<file path="src/rtl/out_bus_pkg.sv">
// Shared types and defaults for the output bus sequencer.
// FSM encoding, transfer record, timing and depth constants.
package out_bus_pkg;

  typedef enum logic [1:0] {
    IDLE   = 2'd0,
    SETUP  = 2'd1,
    STROBE = 2'd2,
    HOLD   = 2'd3
  } state_t;

  typedef struct packed {
    logic [7:0] addr;
    logic [7:0] data;
  } xfer_t;

  localparam int DEF_DEPTH    = 4;
  localparam int DEF_T_SETUP  = 1;
  localparam int DEF_T_STROBE = 2;
  localparam int DEF_T_HOLD   = 1;
  localparam int TW           = 8;

endpackage

</file>
<file path="src/rtl/out_fifo.sv">
// Synchronous FIFO holding queued bus transfers.
// Pointers wrap modulo DEPTH; push when full and pop when empty are ignored.
module out_fifo #(
  parameter int DEPTH = 4,
  parameter int W     = 16
) (
  input  logic                   clk,
  input  logic                   rst,
  input  logic                   push,
  input  logic                   pop,
  input  logic [W-1:0]           wdata,
  output logic [W-1:0]           rdata,
  output logic [$clog2(DEPTH):0] count,
  output logic                   full,
  output logic                   empty
);

  localparam int AW = $clog2(DEPTH);
  localparam int CW = AW + 1;

  logic [W-1:0]  mem [DEPTH];
  logic [AW-1:0] wr_ptr;
  logic [AW-1:0] rd_ptr;
  logic          do_push;
  logic          do_pop;

  assign full    = count == CW'(DEPTH);
  assign empty   = count == '0;
  assign do_push = push && !full;
  assign do_pop  = pop && !empty;
  assign rdata   = mem[rd_ptr];

  always_ff @(posedge clk or posedge rst) begin
    if (rst) begin
      wr_ptr <= '0;
      rd_ptr <= '0;
      count  <= '0;
    end else begin
      if (do_push) wr_ptr <= wr_ptr + AW'(1);
      if (do_pop)  rd_ptr <= rd_ptr + AW'(1);
      unique case ({do_push, do_pop})
        2'b10:   count <= count + CW'(1);
        2'b01:   count <= count - CW'(1);
        default: count <= count;
      endcase
    end
  end

  always_ff @(posedge clk) begin
    if (do_push) mem[wr_ptr] <= wdata;
  end

endmodule

</file>
<file path="src/rtl/out_bus_sequencer.sv">
// Drains queued address/data transfers onto a latch bus with
// programmable setup, strobe and hold timing on LE.
module out_bus_sequencer
  import out_bus_pkg::*;
#(
  parameter int DEPTH    = DEF_DEPTH,
  parameter int T_SETUP  = DEF_T_SETUP,
  parameter int T_STROBE = DEF_T_STROBE,
  parameter int T_HOLD   = DEF_T_HOLD
) (
  input  logic                   Clk,
  input  logic                   Rst,
  input  logic                   wr_en,
  input  logic [7:0]             wr_addr,
  input  logic [7:0]             wr_data,
  output logic                   full,
  output logic [$clog2(DEPTH):0] count,
  output logic                   busy,
  output logic                   ovf,
  output logic [7:0]             Addres_Data_Bus,
  output logic [7:0]             DataOut_Bus,
  output logic                   LE
);

  state_t        state;
  state_t        state_n;
  logic [TW-1:0] timer;
  logic [TW-1:0] timer_n;
  logic          le_n;
  logic          pop;
  logic          empty;
  xfer_t         head;

  out_fifo #(
    .DEPTH(DEPTH),
    .W    ($bits(xfer_t))
  ) u_fifo (
    .clk  (Clk),
    .rst  (Rst),
    .push (wr_en),
    .pop  (pop),
    .wdata({wr_addr, wr_data}),
    .rdata(head),
    .count(count),
    .full (full),
    .empty(empty)
  );

  assign busy = state != IDLE;

  always_comb begin
    state_n = state;
    timer_n = timer;
    le_n    = LE;
    pop     = 1'b0;
    unique case (state)
      IDLE: begin
        if (!empty) begin
          pop     = 1'b1;
          state_n = SETUP;
          timer_n = TW'(T_SETUP);
        end
      end
      SETUP: begin
        if (timer == TW'(1)) begin
          state_n = STROBE;
          timer_n = TW'(T_STROBE);
          le_n    = 1'b1;
        end else begin
          timer_n = timer - TW'(1);
        end
      end
      STROBE: begin
        if (timer == TW'(1)) begin
          state_n = HOLD;
          timer_n = TW'(T_HOLD);
          le_n    = 1'b0;
        end else begin
          timer_n = timer - TW'(1);
        end
      end
      HOLD: begin
        // back-to-back: next transfer starts without an IDLE cycle
        if (timer == TW'(1)) begin
          if (!empty) begin
            pop     = 1'b1;
            state_n = SETUP;
            timer_n = TW'(T_SETUP);
          end else begin
            state_n = IDLE;
            timer_n = '0;
          end
        end else begin
          timer_n = timer - TW'(1);
        end
      end
      default: state_n = IDLE;
    endcase
  end

  always_ff @(posedge Clk or posedge Rst) begin
    if (Rst) begin
      state           <= IDLE;
      timer           <= '0;
      LE              <= 1'b0;
      Addres_Data_Bus <= '0;
      DataOut_Bus     <= '0;
      ovf             <= 1'b0;
    end else begin
      state <= state_n;
      timer <= timer_n;
      LE    <= le_n;
      if (pop) begin
        Addres_Data_Bus <= head.addr;
        DataOut_Bus     <= head.data;
      end
      if (wr_en && full) ovf <= 1'b1;
    end
  end

endmodule
</file>
<file path="config.mk">
export PLATFORM = sky130hd
export DESIGN_NAME = out_bus_sequencer
export DESIGN_NICKNAME = d
export VERILOG_FILES = /design/src/rtl/out_bus_pkg.sv /design/src/rtl/out_fifo.sv /design/src/rtl/out_bus_sequencer.sv
export SDC_FILE = /design/constraint.sdc
export NUM_CORES = 1
export LEC_CHECK = 0
export CAP_MARGIN = 25
export CORE_MARGIN = 2
export CORE_UTILIZATION = 56
export DETAILED_ROUTE_END_ITERATION = 8
export PLACE_DENSITY = 0.88
export SLEW_MARGIN = 15
export SYNTH_ARGS = -nofsm -noshare
export SYNTH_HDL_FRONTEND = slang
export SYNTH_SLANG_ARGS = --single-unit
</file>
<file path="constraint.sdc">
create_clock -name Clk -period 3.06 [get_ports Clk]
set_input_delay 0.306 -clock Clk [delete_from_list [all_inputs] [get_ports Clk]]
set_output_delay 0.306 -clock Clk [all_outputs]
set_load 0.1 [all_outputs]
</file>
; ---- Word-level counts from Yosys, hierarchy flattened
; Memory sizes are Yosys's and may differ from the RTL's. A register that Yosys moved wholly into a read port is not among the register bits.
; Index checks and enable logic that the tools add are counted.
[classes]
add_sub_neg = 5
n_mul = 0
div_mod_pow = 0
n_lt_le_gt_ge = 0
eq_ne = 11
shift = 0
mux = 21
bitwise = 0
reduce_logical = 12
[ops]
columns = operator, n
row1 = $mux 8, 4
row2 = $pmux 8 s4, 1
row3 = $eq 8x1->1 const B, 1
row4 = $mux 1, 8
row5 = $mux 2, 4
row6 = $ne 2x2->1 const B, 4
row7 = $pmux 2 s4, 1
row8 = $sub 8x1->8 const B, 1
row9 = $eq 2x2->1 const B, 3
row10 = $pmux 3 s2, 1
row11 = $reduce_bool 2->1, 3
row12 = $add 2x1->2 const B, 2
row13 = $eq 2x1->1 const B, 2
row14 = $pmux 1 s2, 2
row15 = $reduce_and 4->1, 1
row16 = $add 3x1->3 const B, 1
row17 = $eq 3x3->1 const B, 1
row18 = $logic_and 1x1->1, 3
row19 = $logic_not 3->1, 1
row20 = $reduce_and 3->1, 1
row21 = $sub 3x1->3 const B, 1
row22 = $logic_not 1->1, 2
row23 = $logic_not 2->1, 1
[totals]
reg_bits = 19
latch_bits = 0
ram_bits = 64
mem_bits_ro = 0
input_bits = 19
output_inout_bits = 23
elab_cells = 57
mem_count = 1
[mem_list]
columns = name, words, width, rd, rd_ports_with_merged_regs, wr, line
row1 = u_fifo.mem, 4, 16, 1, 1, 1, out_fifo.sv:21  ; logic [W-1:0] mem [DEPTH];

; ---- Depth between registers and ports, before layout
; Gate-level depths: netlist of the first run.
[logic_depth]
ltp_word = 7
depth_mapped = 12
ltp_nobuf = 11

; ---- By module
; A second synthesis of the first run with hierarchy kept.
[unflattened]
cells_unflattened = 233
area_unflattened_um2 = 4169.0
[by_module_without_submodules]
columns = mod, n_inst, cells_per_inst, area_per_inst_um2, seq_area_each_um2
row1 = out_fifo, 1, 122, 2778.9, 2097.0
row2 = out_bus_sequencer, 1, 111, 1390.1, 700.7

; ---- Worst setup path before layout of the first run
; No wires, ideal clock.
[synth_timing]
kind = reg-to-reg
from = register u_fifo.count[2]
to = register u_fifo.count[2]
arrival_time_ns = 3.198
required_ns = 2.895
slack_ns = -0.303
stages_incl_launch_ff = 10
n_path_buf = 0
period_less_slack_ns = 3.363
path_cell_list = dfrtp_1 > and3_1 > nor2b_1 > inv_1 > ha_1 > inv_1 > fa_1 > xor2_1 > nor2_1 > xor2_1
[synth_between]
word_cells_on_any_way = 15
classes_between = 2 x add/sub / 3 x eq/ne / 4 x mux / 6 x reduce/logical
[synth_lines]
columns = element, line
row1 = from (decl), out_fifo.sv:13  ; output logic [$clog2(DEPTH):0] count,
row2 = from (signal assigned), out_fifo.sv:42  ; 2'b10: count <= count + CW'(1);
row3 = from (signal assigned), out_fifo.sv:43  ; 2'b01: count <= count - CW'(1);
row4 = from (signal assigned), out_fifo.sv:44  ; default: count <= count;
row5 = $eq 3x3->1 (*), out_fifo.sv:27  ; assign full = count == CW'(DEPTH);
row6 = net full, out_bus_sequencer.sv:16  ; output logic full,
row7 = $logic_not 1->1 (*), out_fifo.sv:29  ; assign do_push = push && !full;
row8 = $logic_and 1x1->1 (*), out_fifo.sv:29
row9 = $eq 2x1->1 or $eq 2x2->1 (tied branches), out_fifo.sv:41  ; unique case ({do_push, do_pop})
row10 = $pmux 3 s2 or $reduce_bool 2->1 (tied branches), -
; The timed path passes the listed nets; every way through them passes the cells marked *.
; A chain may end at the register's enable or synchronous reset.

; ---- Worst setup path after layout of the first run
[layout_timing]
from = register timer[1]
to = register u_fifo.count[2]
[layout_between]
elab_chain_len = 6
word_cells_on_any_way = 8
classes_between = 3 x eq/ne / 3 x mux / 2 x reduce/logical
[layout_rtl]
columns = element, line
row1 = from (decl), out_bus_sequencer.sv:27  ; logic [TW-1:0] timer;
row2 = from (signal assigned), out_bus_sequencer.sv:111  ; timer <= timer_n;
row3 = $eq 8x1->1 (*), out_bus_sequencer.sv:84  ; if (timer == TW'(1)) begin
row4 = $mux 1 (*), out_bus_sequencer.sv:84
row5 = $pmux 1 s2 (*), out_bus_sequencer.sv:56  ; unique case (state)
row6 = $logic_and 1x1->1 (*), out_fifo.sv:30  ; assign do_pop = pop && !empty;
row7 = $eq 2x1->1 or $eq 2x2->1 (tied branches), out_fifo.sv:41
row8 = $pmux 3 s2 or $reduce_bool 2->1 (tied branches), -
; Mark *: on every way between the ends. The rest lies on a longest branch, timed or not.

==> results.cfg, run 1 <==
[timing]
relSlewSlack_pct = 32.2
clock.fmax_mhz = 409
finalWorstSetupSlack_ns = 0.613
min_period_ns = 2.45
period_share_pct = 80.0
finClkSkew_ns = 0.0169
worstMarginPinSlew_ns = 1.01
finalSetupViolations = 0
hold_violations = 0
slew_violations = 0
tns_ns = 0
rsz0062_at_grt = false

[logic_synthesis]
yosys_warnings = 0
avgSynthCellArea_sq_um = 17.6
syn_nets = 266
synth.top_cells.by_count = 64 x edfxtp_1, 35 x dfrtp_1, 16 x mux4_2, 13 x inv_1, 12 x ha_1
synth_edf_count = 64
postSynth.asyncResetShare_pct = 35.4
synth_top_area_share_pct = 46.7
synth_cells = 234
synth_top_flop_cell = edfxtp_1
synth.area.top_cells = edfxtp_1 47%, dfrtp_1 21%, mux4_2 8.8%, ha_1 3.6%, mux2_4 2.9%
synth-seq-cells = 99
yosysTopAreaCell = edfxtp_1
synth_most_common_cell = edfxtp_1
ys_seq_area_share_pct = 67.9
ys_types = 44
netlist_area_sq_um = 4120

[global_routing]
first_global_vias = 2315
grt-ovfl-total = 0
antenna_found_initial = 0
grt_use_total_pct = 19.8
grt_pass1_wl_mm = 12.1
grt_max_degree = 36

[setup_path]
endpoint = u_fifo.count[2]
critical_path.cell_chain = inv_1, ha_1, nor4b_4, a31oi_2, nor3_4, ha_1, inv_1, fa_1, xor2_1, nor2_1, xor2_1
crit_type = reg2reg
path_buf_inv = 2
critPathCaptureType = flop
path_delay_family = adder cells
cp_slowest_cell = dfrtp_1
cp-start-kind = flop
critPathMaxFanout = 4
r2r-start = timer[1]
cp_slowest_stage_delay_ns = 0.43
cp-startpoint = timer[1]
ff2ff_path_depth = 11
r2r_slack_ns = 0.61
path_depth = 11
timing.rr.end = u_fifo.count[2]
required_ns = 3.34
crit_arrival_ns = 2.72

[floorplanning]
die-area_sq_um = 8060
die-width_microns = 89.8
core_sq_um = 7180
initial_core_util_pct = 57.4
ioPinCount = 42
die_y_microns = 89.8
num_rows = 31

[clocking]
clockBufferDepth = 2
clk_pin_slew_ns = 0.10
clock-root-buffer = clkbuf_8
cts.sinks = 99
tritoncts = built
cts_setup_buffers = 0
ctsHoldBuffers = 0
htreeDepth = 3
clock_latency_ns = 0.36
post_cts_resized = 0
numCtsBuffers = 9

[placement]
pre_cts_slack_ns = 0.654
io_buffers = 41
gp_congestion = 0.775
dp_hpwl_mm = 4.84

[detailed_routing]
vias = 2146
wl_mm = 7.33
viasPerCell = 5.49
first_iter_violations = 172
drc_errors = 0
antenna_left = 0
wl_per_cell_microns = 18.8
firstDrtPassIters = 4

[hold_path]
min_path_type = in2async

[final_layout]
diodes = 0
drive_above_1_share_pct = 24.0
area_delta_synth_final_pct = 17.4
fin_nets = 319

[job]
cap_violations = 0

[outcome]
status = complete, no violations
-- cell usage in the layout, fill, tap and decap left out, types with 2 or more instances in the layout --
cell type        synthesis  layout
inv_1                   13      13
xnor2_1                  3       3
clkinv_4                 0       2
nor2_1                  11      11
nor4b_1                  2       2
inv_6                    0       2
clkbuf_8                 0       9
buf_4                    0      15
a21oi_1                  2       2
dfrtp_1                 35      35
nor4_1                   2       2
nor3_1                   3       3
xor2_1                   8       8
clkdlybuf4s50_1          0      34
nand3_1                  2       2
ha_1                    12      12
and2_1                   4       4
nand2_1                  8       8
mux2_2                  10      10
mux2_4                   8       8
o21ai_0                  2       2
mux4_2                  16      16
edfxtp_1                64      64
inv_8                    0       2
-- metrics by stage --
stage                     hold WS [ns]  instances  instance area [sq um]  utilization [%]
after floorplan                  0.405        234                   4120                -
after global placement           0.440        375                   4650             64.8
after detailed placement         0.444        375                   4650             64.8
after CTS                        0.374        391                   4840             67.4
after global routing             0.391        391                   4840             67.4
final                            0.359        391                   4840             67.4
-- area by class of cell --
| cell class | instances | area (sq um) |
|---|---|---|
| flip-flops and latches | 99 | 2800 |
| fillers | 454 | 2340 |
| multi-input cells | 115 | 1230 |
| repair buffers | 49 | 453 |
| clock buffers | 10 | 128 |
| well taps | 99 | 124 |
| clock inverters | 6 | 57.6 |
| inverters | 13 | 48.8 |
-- tightest hold or removal path: stages --
cell and delay [ns]:
clkdlybuf4s50_1 0.40, inv_1 0.05, buf_4 0.41
-- cells by family after synthesis --
kind of cell / count (synthesis) / share of synthesized area (%)
mux: 34 / 14.4
compound gates: 16 / 2.98
simple gates: 41 / 5.93
flops: 99 / 67.9
buf+inv: 20 / 2.28
xor+xnor: 11 / 2.34
fa+ha+maj: 13 / 4.13
-- per-layer routing --
metal  GRT usage, %  part of all wire (%)
met5              0                     0
met4           5.77                   1.1
met3           5.53                   4.5
met2           32.6                    51
met1           26.2                    44
-- worst min-delay path by stage --
stage                               to  depth (start not counted)        from
floorplan             u_fifo.mem[0][0]                          0  wr_data[0]
global placement                   ovf                          1         ovf
detailed placement                 ovf                          1         ovf
CTS                 Addres_Data_Bus[1]                          3         Rst
global route        Addres_Data_Bus[5]                          3         Rst
finish              Addres_Data_Bus[4]                          3         Rst
-- state kept, by name, summed over array words and instances (netlist names) --
register and count:
state 2, timer 8, u_fifo.rd_ptr 2, ovf 1, u_fifo.mem 64, DataOut_Bus 8
u_fifo.count 3, u_fifo.wr_ptr 2, Addres_Data_Bus 8, LE 1
Power of run 1 is left out: the tool's default activity adds up to more than one toggle a clock period on the data nets, which glitch-free logic cannot reach.
==> run 2: changes to the inputs <==
--- a/config.mk
+++ b/config.mk
@@ -7,9 +7,9 @@
 export LEC_CHECK = 0
 export CAP_MARGIN = 25
 export CORE_MARGIN = 2
-export CORE_UTILIZATION = 56
+export CORE_UTILIZATION = 51
 export DETAILED_ROUTE_END_ITERATION = 8
-export PLACE_DENSITY = 0.88
+export PLACE_DENSITY = 0.85
 export SLEW_MARGIN = 15
 export SYNTH_ARGS = -nofsm -noshare
 export SYNTH_HDL_FRONTEND = slang
==> constraint.sdc (replaced) <==
create_clock -name Clk -period 2.2 [get_ports Clk]
set_input_delay 0.22 -clock Clk [delete_from_list [all_inputs] [get_ports Clk]]
set_output_delay 0.22 -clock Clk [all_outputs]
set_load 0.1 [all_outputs]
==> run 2 against run 1 <==
The flow now finishes with violations (negative setup slack). Non-clock buffer count up 12. Largest cell class unchanged. Register-to-register slack lost 0.63 ns. Utilization is 3.6 points lower. First-iteration DRC count decreased by 10%. Critical path type unchanged. Die area is 9.4% higher.
==> results.cfg, run 2 (synthesis results as in run 1) <==
[global_routing]
grt_pass1_wl_mm = 12.0
grt_max_degree = 36
grt-ovfl-total = 0
grt_use_total_pct = 18.5
antenna_found_initial = 0
first_global_vias = 2420

[clocking]
clock-root-buffer = clkbuf_8
clockBufferDepth = 2
clk_pin_slew_ns = 0.10
htreeDepth = 3
clock_latency_ns = 0.37
cts.sinks = 99
numCtsBuffers = 9
tritoncts = built

[timing]
slew_violations = 0
worstMarginPinSlew_ns = 0.839
relSlewSlack_pct = 44.0
finClkSkew_ns = 0.0102
min_period_ns = 2.22
hold_violations = 0
clock.fmax_mhz = 450
period_share_pct = 101
finalWorstSetupSlack_ns = -0.0209
finalSetupViolations = 1
rsz0062_at_grt = true

[setup_path]
critPathCaptureType = flop
crit_arrival_ns = 2.51
required_ns = 2.49
cp_slowest_cell = dfrtp_1
cp_slowest_stage_delay_ns = 0.40
crit_type = reg2reg
critical_path.cell_chain = inv_2, ha_4, nor4b_4, a31oi_4, nor3_4, ha_4, inv_2, fa_2, xor2_1, nor2_1, xor2_1
path_buf_inv = 2
critPathMaxFanout = 2
cp-start-kind = flop
path_delay_family = adder cells

[final_layout]
area_delta_synth_final_pct = 20.4
final_common_cell = edfxtp_1
drive_above_1_share_pct = 36.2
final_cell_mix = 64 x edfxtp_1, 42 x buf_4, 32 x dfrtp_1, 18 x clkdlybuf4s50_1, 16 x mux4_2
nFillCells = 566
top_register = u_fifo.mem
largest_reg_flops = 64
diodes = 0
fin_nets = 331
final_util_pct = 63.8

[floorplanning]
ioPinCount = 42
die_y_microns = 93.9
die-width_microns = 93.9
core_sq_um = 7770
num_rows = 32
initial_core_util_pct = 53.0
die-area_sq_um = 8810

[detailed_routing]
antenna_left = 0
wl_mm = 7.54
wl_per_cell_microns = 18.6
firstDrtPassIters = 4
vias = 2257
drc_errors = 0
first_iter_violations = 154
viasPerCell = 5.56

[outcome]
violations = negative setup slack
status = finished, violations left

[placement]
io_buffers = 41
gp_congestion = 0.817
pre_cts_slack_ns = -0.0740
dp_hpwl_mm = 4.89

[hold_path]
min_path_type = in2async

[job]
cap_violations = 0
## run 2: cell types whose count changed in the layout (fill, tap and decap cells not counted), sizes merged
cell	delta
buf	+28
clkdlybuf4s50	-16
clkinvlp	+1
inv	-1
## run 2: worst paths after layout
check,from,end,slack [ns],depth (start not counted)
min in group Clk,wr_en,ovf,0.46,2
max in group asynchronous,Rst,u_fifo.count[0],1.56,3
min reg2reg,ovf,ovf,0.46,1
min,Rst,Addres_Data_Bus[5],0.25,3
max reg2reg,timer[1],u_fifo.count[2],-0.02,11
max,timer[1],u_fifo.count[2],-0.02,11
## run 2: worst min-delay path: cells and delay by family
kind,cells,cell delay [ns]
buf+inv,3,0.84
## run 2: per-stage QoR
stage | TNS [ns] | hold WS [ns] | instances | instance area, sq um
finish | -0.0209 | 0.254 | 406 | 4960
detailed placement | -0.0740 | 0.444 | 387 | 4740
global placement | -0.0134 | 0.440 | 387 | 4740
global route | -0.139 | 0.292 | 406 | 4960
CTS | -0.0177 | 0.266 | 406 | 4950
floorplan | -0.528 | 0.319 | 234 | 4160
## run 2: layer usage
layer	vias up	GRT usage [%]	routed length, microns
met1	1174	23.1	3020
met2	66	31.5	4000
met5	-	0	0
li1	1008	-	-
met4	0	5.07	65
met3	9	5.78	454
## run 2: area by class of cell
| class | instances | area (sq um) | share of cell area [%] |
|---|---|---|---|
| sequential | 99 | 2810 | 56.6 |
| multi-input combinational | 115 | 1270 | 25.7 |
| timing repair buffer | 61 | 515 | 10.4 |
| clock buffer | 10 | 128 | 2.57 |
| tap | 102 | 128 | 2.57 |
| clock inverter | 6 | 58.8 | 1.19 |
| inverter | 13 | 48.8 | 0.984 |
## run 2: what timing repair did
item	CTS	global route
endpoints found under the setup margin	1	11
pin swaps	4	0
setup buffers	3	1
gates resized for setup	0	1
hold buffers	0	0
Power of run 2 is left out for the same reason.
==> run 3: changes to the inputs <==
--- a/config.mk
+++ b/config.mk
@@ -7,9 +7,9 @@
 export LEC_CHECK = 0
 export CAP_MARGIN = 25
 export CORE_MARGIN = 2
-export CORE_UTILIZATION = 51
+export CORE_UTILIZATION = 56
 export DETAILED_ROUTE_END_ITERATION = 8
-export PLACE_DENSITY = 0.85
+export PLACE_DENSITY = 0.88
 export SLEW_MARGIN = 15
 export SYNTH_ARGS = -nofsm -noshare
 export SYNTH_HDL_FRONTEND = slang
==> constraint.sdc (replaced) <==
create_clock -name Clk -period 2.4 [get_ports Clk]
set_input_delay 0.24 -clock Clk [delete_from_list [all_inputs] [get_ports Clk]]
set_output_delay 0.24 -clock Clk [all_outputs]
set_load 0.1 [all_outputs]
==> run 3 against run 2 <==
Clock skew grew 0.0029 ns. The flow now finishes without violations. Via count decreased by 3.6%. Critical path depth unchanged. Die area down 8.6%.
==> results.cfg, run 3 (synthesis results as in run 1) <==
[outcome]
status = complete, no violations

[clocking]
htreeDepth = 3
tritoncts = built
clock_latency_ns = 0.36
ctsHoldBuffers = 0
clockBufferDepth = 2
numCtsBuffers = 9
clock-root-buffer = clkbuf_8
clk_pin_slew_ns = 0.10
cts.sinks = 99

[placement]
io_buffers = 41
place_inst = 379
gp_congestion = 0.792
dp_hpwl_mm = 4.49

[detailed_routing]
antenna_left = 0
drc_errors = 0
wl_per_cell_microns = 17.3
wl_mm = 6.89
vias = 2176
firstDrtPassIters = 4
viasPerCell = 5.47
first_iter_violations = 233

[floorplanning]
num_rows = 31
die-area_sq_um = 8060
ioPinCount = 42
core_sq_um = 7180
die_y_microns = 89.8
initial_core_util_pct = 57.4
die-width_microns = 89.8

[global_routing]
first_global_vias = 2319
grt_pass1_wl_mm = 11.4
grt-ovfl-total = 0
grt_use_total_pct = 18.3
grt_max_degree = 36
antenna_found_initial = 0

[job]
cap_violations = 0

[timing]
worstMarginPinSlew_ns = 0.838
holdWs_ns = 0.289
slew_violations = 0
period_share_pct = 94.3
finalSetupViolations = 0
relSlewSlack_pct = 44.2
min_period_ns = 2.26
tns_ns = 0
finClkSkew_ns = 0.0131
rsz0062_at_grt = true
clock.fmax_mhz = 442
hold_violations = 0

[final_layout]
area_delta_synth_final_pct = 19.2
stdcell_count = 398
nFillCells = 478
fin_nets = 326
largest_reg_flops = 64
diodes = 0
drive_above_1_share_pct = 34.4
final_common_cell = edfxtp_1
final_cell_mix = 64 x edfxtp_1, 38 x buf_4, 31 x dfrtp_1, 18 x clkdlybuf4s50_1, 16 x mux4_2
top_register = u_fifo.mem

[setup_path]
crit_arrival_ns = 2.54
critPathCaptureType = flop
cp-start-kind = flop
ff2ff_path_depth = 11
r2r_slack_ns = 0.14
required_ns = 2.68
cp-startpoint = timer[1]
crit_type = reg2reg
critPathMaxFanout = 3
r2r-start = timer[1]

[hold_path]
min_path_type = in2async
==> run 3: cell types whose count changed in the layout (fill, tap and decap cells not counted), moves of 2 or more <==
cell,previous run,this run
inv_6,0,2
and2_1,0,4
buf_4,42,38
and2_2,5,1
==> run 3: layout make-up <==
| type | instances | area [sq um] | share of cell area [%] |
|---|---|---|---|
| Sequential cell | 99 | 2810 | 57.2 |
| Multi-Input combinational cell | 115 | 1270 | 25.8 |
| Timing Repair Buffer | 56 | 465 | 9.48 |
| Clock buffer | 9 | 124 | 2.52 |
| Tap cell | 99 | 124 | 2.52 |
| Clock inverter | 7 | 70.1 | 1.43 |
| Inverter | 13 | 48.8 | 0.994 |
==> run 3: path summary, 6_finish.rpt <==
path / end
max in group asynchronous: u_fifo.count[0]
hold / removal: DataOut_Bus[7]
hold reg to reg: ovf
min in group Clk: ovf
setup / recovery: u_fifo.count[2]
setup reg to reg: u_fifo.count[2]
==> run 3: layer usage <==
metal | track usage [%] | routed length [microns] | vias to the layer above
met3 | 2.93 | 289 | 5
met5 | 0 | 0 | -
li1 | - | - | 1002
met1 | 24.0 | 2870 | 1113
met2 | 31.5 | 3670 | 56
met4 | 6.54 | 59 | 0
==> run 3: critical path: stages, from the launching register on <==
cell     delay [ns]
dfrtp_1        0.42
inv_2          0.08
ha_4           0.11
nor4b_4        0.27
a31oi_4        0.15
nor3_4         0.19
ha_4           0.18
inv_2          0.03
fa_2           0.32
xor2_1         0.15
nor2_1         0.13
xor2_1         0.16
==> run 3: repair_timing <==
action,4_1_cts,5_1_grt
setup endpoints to repair,0,1
setup buffers,0,3
resized for setup,0,2
==> run 3: metrics by stage <==
step	setup WS, ns	utilization [%]	cell area [sq um]
after global placement	0.150	65.2	4680
final	0.137	68.4	4910
after floorplan	-0.127	-	4160
after global routing	-0.0514	68.4	4910
after detailed placement	0.0410	65.2	4680
after CTS	0.00218	67.9	4870
Power of run 3 is left out for the same reason.
==> edit 1 (settings of run 3) <==
The 4 states of `state_t` get a one-hot encoding in 4 bits.
--- a/src/rtl/out_bus_pkg.sv
+++ b/src/rtl/out_bus_pkg.sv
@@ -2,11 +2,11 @@
 // FSM encoding, transfer record, timing and depth constants.
 package out_bus_pkg;
 
-  typedef enum logic [1:0] {
-    IDLE   = 2'd0,
-    SETUP  = 2'd1,
-    STROBE = 2'd2,
-    HOLD   = 2'd3
+  typedef enum logic [3:0] {
+    IDLE   = 4'b0001,
+    SETUP  = 4'b0010,
+    STROBE = 4'b0100,
+    HOLD   = 4'b1000
   } state_t;
 
   typedef struct packed {
Check against the original RTL: no difference found for any inputs over 10 cycles, from zero or initial values and one cycle with Rst high; not proved beyond that.
==> edit 1 against run 3 <==
Sequential cell count rose by 2; worst setup slack worse by 0.069 ns; largest cell class unchanged; area after synthesis grew 1.2%; global-route usage rose by 2.5 points; sequential share of layout area is 0.35 points lower; highest routed layer unchanged; critical path type unchanged; die area increased by 1.2%; wire length increased by 15%; cell area up 2.5%.
Power is not shown: default switching activity piles up to over one toggle a cycle in this logic, so the estimate is an artifact.
==> edit 1: results (changes against run 3) <==
Core Util, Final=69.8% (+1.4 points); fin cells=413 (+3.8%); hpwl dp=5180 um (+16%); worst slew pin tran=0.830 ns (-0.00809 ns); via count=2427 (+12%); multiplexer share of the synthesized area=13.5% (-0.92 points); RD Place Congestion=0.802 (+1.3%); hold slack=0.251 ns (-0.0376 ns); area share of fa/ha/maj cells after synthesis=2.58% (-1.6 points); Netlist cell types=50 (+14%); fin crit period=2.33 ns (+0.0694 ns); CP top delay family=simple AND/OR/NAND/NOR gates; Non-Clock Buffer Count=57 (+1.8%); Non-Clock Buffer Area Fraction=9.65% (+0.16 points); GR Util All Layers=20.8% (+2.5 points); clock skew=0.0126 ns (-0.000560 ns); share of cell area taken by multi-input logic gates=25.8% (about the same); die area=8150 um2 (+1.2%); DP Worst Slack=-0.00558 ns (-0.0465 ns); outcome=finished, final reports clean; DRT Wirelength=7940 um (+15%); fraction of layout cells with a size suffix above 1=34.7% (+0.27 points); dpl cells=395 (+4.2%); Nets=336 (+3.1%); main area contributors after synthesis=edfxtp_1 46%, dfrtp_1 22%, mux4_2 8.6%; Synth Instances=251 (+7.3%); slowest stage delay, CP=0.41 ns; fill cell count=472 (-1.3%); post-cts resize count=3 (+3); fraction of registers with async set/reset=36.6% (+1.3 points); xor and xnor area share after synthesis=1.47% (-0.87 points); Setup Buffers After CTS=1 (+1); worst path arrival time=2.62 ns (+0.08 ns); Synth Net Count=278 (+4.5%); number of multi-input logic gates=130 (+13%); r2r setup slk=0.07 ns (-0.07 ns); reg-to-reg startpoint=timer[1]; Initial DRT Pass Iterations=5 (+1); vias in the first global route=2463 (+6.2%); area of placed instances=4760 um2 (+1.6%); Seq/Total Area, Yosys=68.4% (+0.41 points); Synth Area in Compound Gates=4.44% (+1.5 points); FF/Latch Area=2860 um2 (+1.9%); maximum number of pins on one net before global-route repair=19 (-47%); 1st-iter DRT viols=252 (+8.2%); Post-synth top cells=64 x edfxtp_1, 36 x dfrtp_1, 17 x mux2_2, 16 x mux4_2, 11 x nor2_1; Clock buffer cells=10 (+1); antenna cells=0 (unchanged); Sink Count=101 (+2.0%); ClkCell Share=4.45% (+0.50 points)
## edit 1: changes by cell type after synthesis, sizes merged, moves of 3 or more
cell    change
a21oi       +4
ha          -5
inv         -3
nor3        -3
o211ai      +3
o21ai       +5
or4         +7
xor2        -4
## edit 1: how the worst max path moves through the flow
| stage | startpoint | end | slack (ns) | cells after the start |
|---|---|---|---|---|
| 5_1_grt | timer[1] | u_fifo.count[2] | -0.00009 | 11 |
| 2_1_floorplan | timer[1] | u_fifo.count[2] | -0.02 | 13 |
| 6_report | timer[1] | u_fifo.count[2] | 0.07 | 11 |
| 3_5_place_dp | timer[1] | u_fifo.count[2] | -0.006 | 11 |
| 3_3_place_gp | timer[1] | u_fifo.count[2] | 0.10 | 11 |
| 4_1_cts | timer[1] | u_fifo.count[2] | 0.01 | 11 |
## edit 1: routing by layer
| metal | routed length (um) | GRT usage (%) |
|---|---|---|
| met1 | 3220 | 27.3 |
| met2 | 4000 | 34.3 |
| met3 | 544 | 3.26 |
| met4 | 180 | 10.1 |
| met5 | 0 | 0 |
==> edit 2 (config.mk and constraints of run 3) <==
Without the edit above. The package constant `TW` goes from 8 to 10.
--- a/src/rtl/out_bus_pkg.sv
+++ b/src/rtl/out_bus_pkg.sv
@@ -18,7 +18,7 @@
   localparam int DEF_T_SETUP  = 1;
   localparam int DEF_T_STROBE = 2;
   localparam int DEF_T_HOLD   = 1;
-  localparam int TW           = 8;
+  localparam int TW           = 10;
 
 endpackage
 
Check against the original RTL: same outputs for any inputs over 10 cycles, from zero or initial values and one cycle with Rst high; that may be too few to reach the edited logic, so the function may still have changed.
==> edit 2 against run 3 <==
Cell area rose by 3.5%; critical path depth unchanged; worst setup slack worse by 0.065 ns; wire length grew 12%; non-clock buffer count up 5; sequential cell count grew 2; clock skew decreased by 0.0034 ns; fmax shrank 2.8%; sequential share of layout area is 0.99 points lower; area after synthesis is 2.6% higher.
Power is left out: the tool's default activity adds up to more than one toggle a clock period on the data nets, which glitch-free logic cannot reach.
==> edit 2: results (changes against run 3) <==
outcome=finished, final reports clean; r2r setup slk=0.07 ns (-0.07 ns); average wire per standard cell=18.5 um (+7.1%); routing usage on met1=25.1% (+1.1 points); worst skew pair latency=0.36 ns (about the same); Hold Crit Class=in -> async; GR Util All Layers=20.3% (+2.0 points); hold slack=0.309 ns (+0.0204 ns); fraction of registers with async set/reset=36.6% (+1.3 points); main area contributors after synthesis=edfxtp_1 46%, dfrtp_1 22%, mux4_2 8.5%; fill cell count=486 (+1.7%); clock skew=0.00971 ns (-0.00343 ns); hold bufs inserted after CTS=0 (unchanged); global-route wire length before repair=12500 um (+9.7%); worst slew pin tran=0.764 ns (-0.0737 ns); Synth Net Count=278 (+4.5%); maximum number of pins on one net before global-route repair=21 (-42%); DP Worst Slack=0.00565 ns (-0.0353 ns); worst path arrival time=2.62 ns (+0.08 ns); Nets=343 (+5.2%); clock tree buffer depth=2 (unchanged); worst r2r dst=u_fifo.count[2]; reg-to-reg startpoint=timer[1]; met3 Usage GRT=5.84% (+2.9 points); core footprint=7290 um2 (+1.6%); 1st-iter DRT viols=103 (-56%); fraction of layout cells with a size suffix above 1=34.5% (+0.046 points); RD Place Congestion=0.799 (+0.78%); GRT met2 Usage=35.3% (+3.8 points); Initial DRT Pass Iterations=4 (unchanged); CTS buffer count=9 (unchanged); vias in the first global route=2399 (+3.4%); hpwl dp=5160 um (+15%); Post-synth top cells=64 x edfxtp_1, 37 x dfrtp_1, 16 x mux4_2, 16 x nor2_1, 13 x inv_1; Seq/Total Area, Yosys=67.4% (-0.51 points); initial antenna violation count=0 (unchanged); top flop regs=u_fifo.mem: 64 flops, timer: 10 flops; via count=2302 (+5.8%)
-- edit 2: worst max-delay path by stage --
stage	from	end	slack (ns)	depth (start not counted)
after floorplan	timer[1]	u_fifo.count[2]	-0.20	12
after global placement	timer[1]	u_fifo.count[2]	0.06	11
after detailed placement	timer[1]	u_fifo.count[2]	0.006	11
after CTS	timer[1]	u_fifo.count[2]	0.05	11
after global routing	timer[1]	u_fifo.count[2]	-0.05	11
final	timer[1]	u_fifo.count[2]	0.07	11
-- edit 2: cell families (layout without fill, tap and decap cells) --
logic type / after synthesis / count (layout) / share of synthesized area, %
compound gates: 14 / 14 / 2.73
xor+xnor: 13 / 13 / 2.70
fa+ha+maj: 13 / 13 / 4.03
buf+inv: 20 / 90 / 2.31
flops: 101 / 101 / 67.4
mux: 34 / 34 / 14.0
simple gates: 51 / 51 / 6.76
-- edit 2: area by class of cell --
class,count,share of cell area (%)
timing repair buffer,61,10.2
clock inverter,7,1.82
inverter,13,0.961
clock buffer,9,2.44
tap,99,2.44
multi-input combinational,125,26.0
sequential,101,56.2
-- edit 2: routing by layer --
layer  part of all wire (%)  routed length (um)  vias to the layer above
li1                       -                   -                     1052
met1                     40                3110                     1193
met2                     55                4200                       49
met3                    4.0                 310                        8
met4                   0.99                  76                        0
met5                      0                   0                        -
-- edit 2: repair_timing --
action | 4_1_cts | 5_1_grt
pin swaps | 2 | 4
setup endpoints to repair | 1 | 1
resized for setup | 0 | 3
buffers inserted | 0 | 4
-- edit 2: worst max-delay path, cell delays in order (launching register included) --
cell,delay (ns)
dfrtp_1,0.42
inv_2,0.09
ha_4,0.13
nor4b_4,0.24
a41oi_2,0.19
nor3_4,0.25
ha_4,0.17
inv_2,0.03
fa_2,0.32
xor2_1,0.15
nor2_1,0.11
xor2_1,0.15
-- edit 2: through the flow --
step	instances	utilization, %	instance area [um2]
after floorplan	246	-	4260
final	415	69.6	5080
after detailed placement	395	66.1	4820
after global routing	415	69.6	5080
after CTS	411	69.1	5040
after global placement	395	66.1	4820
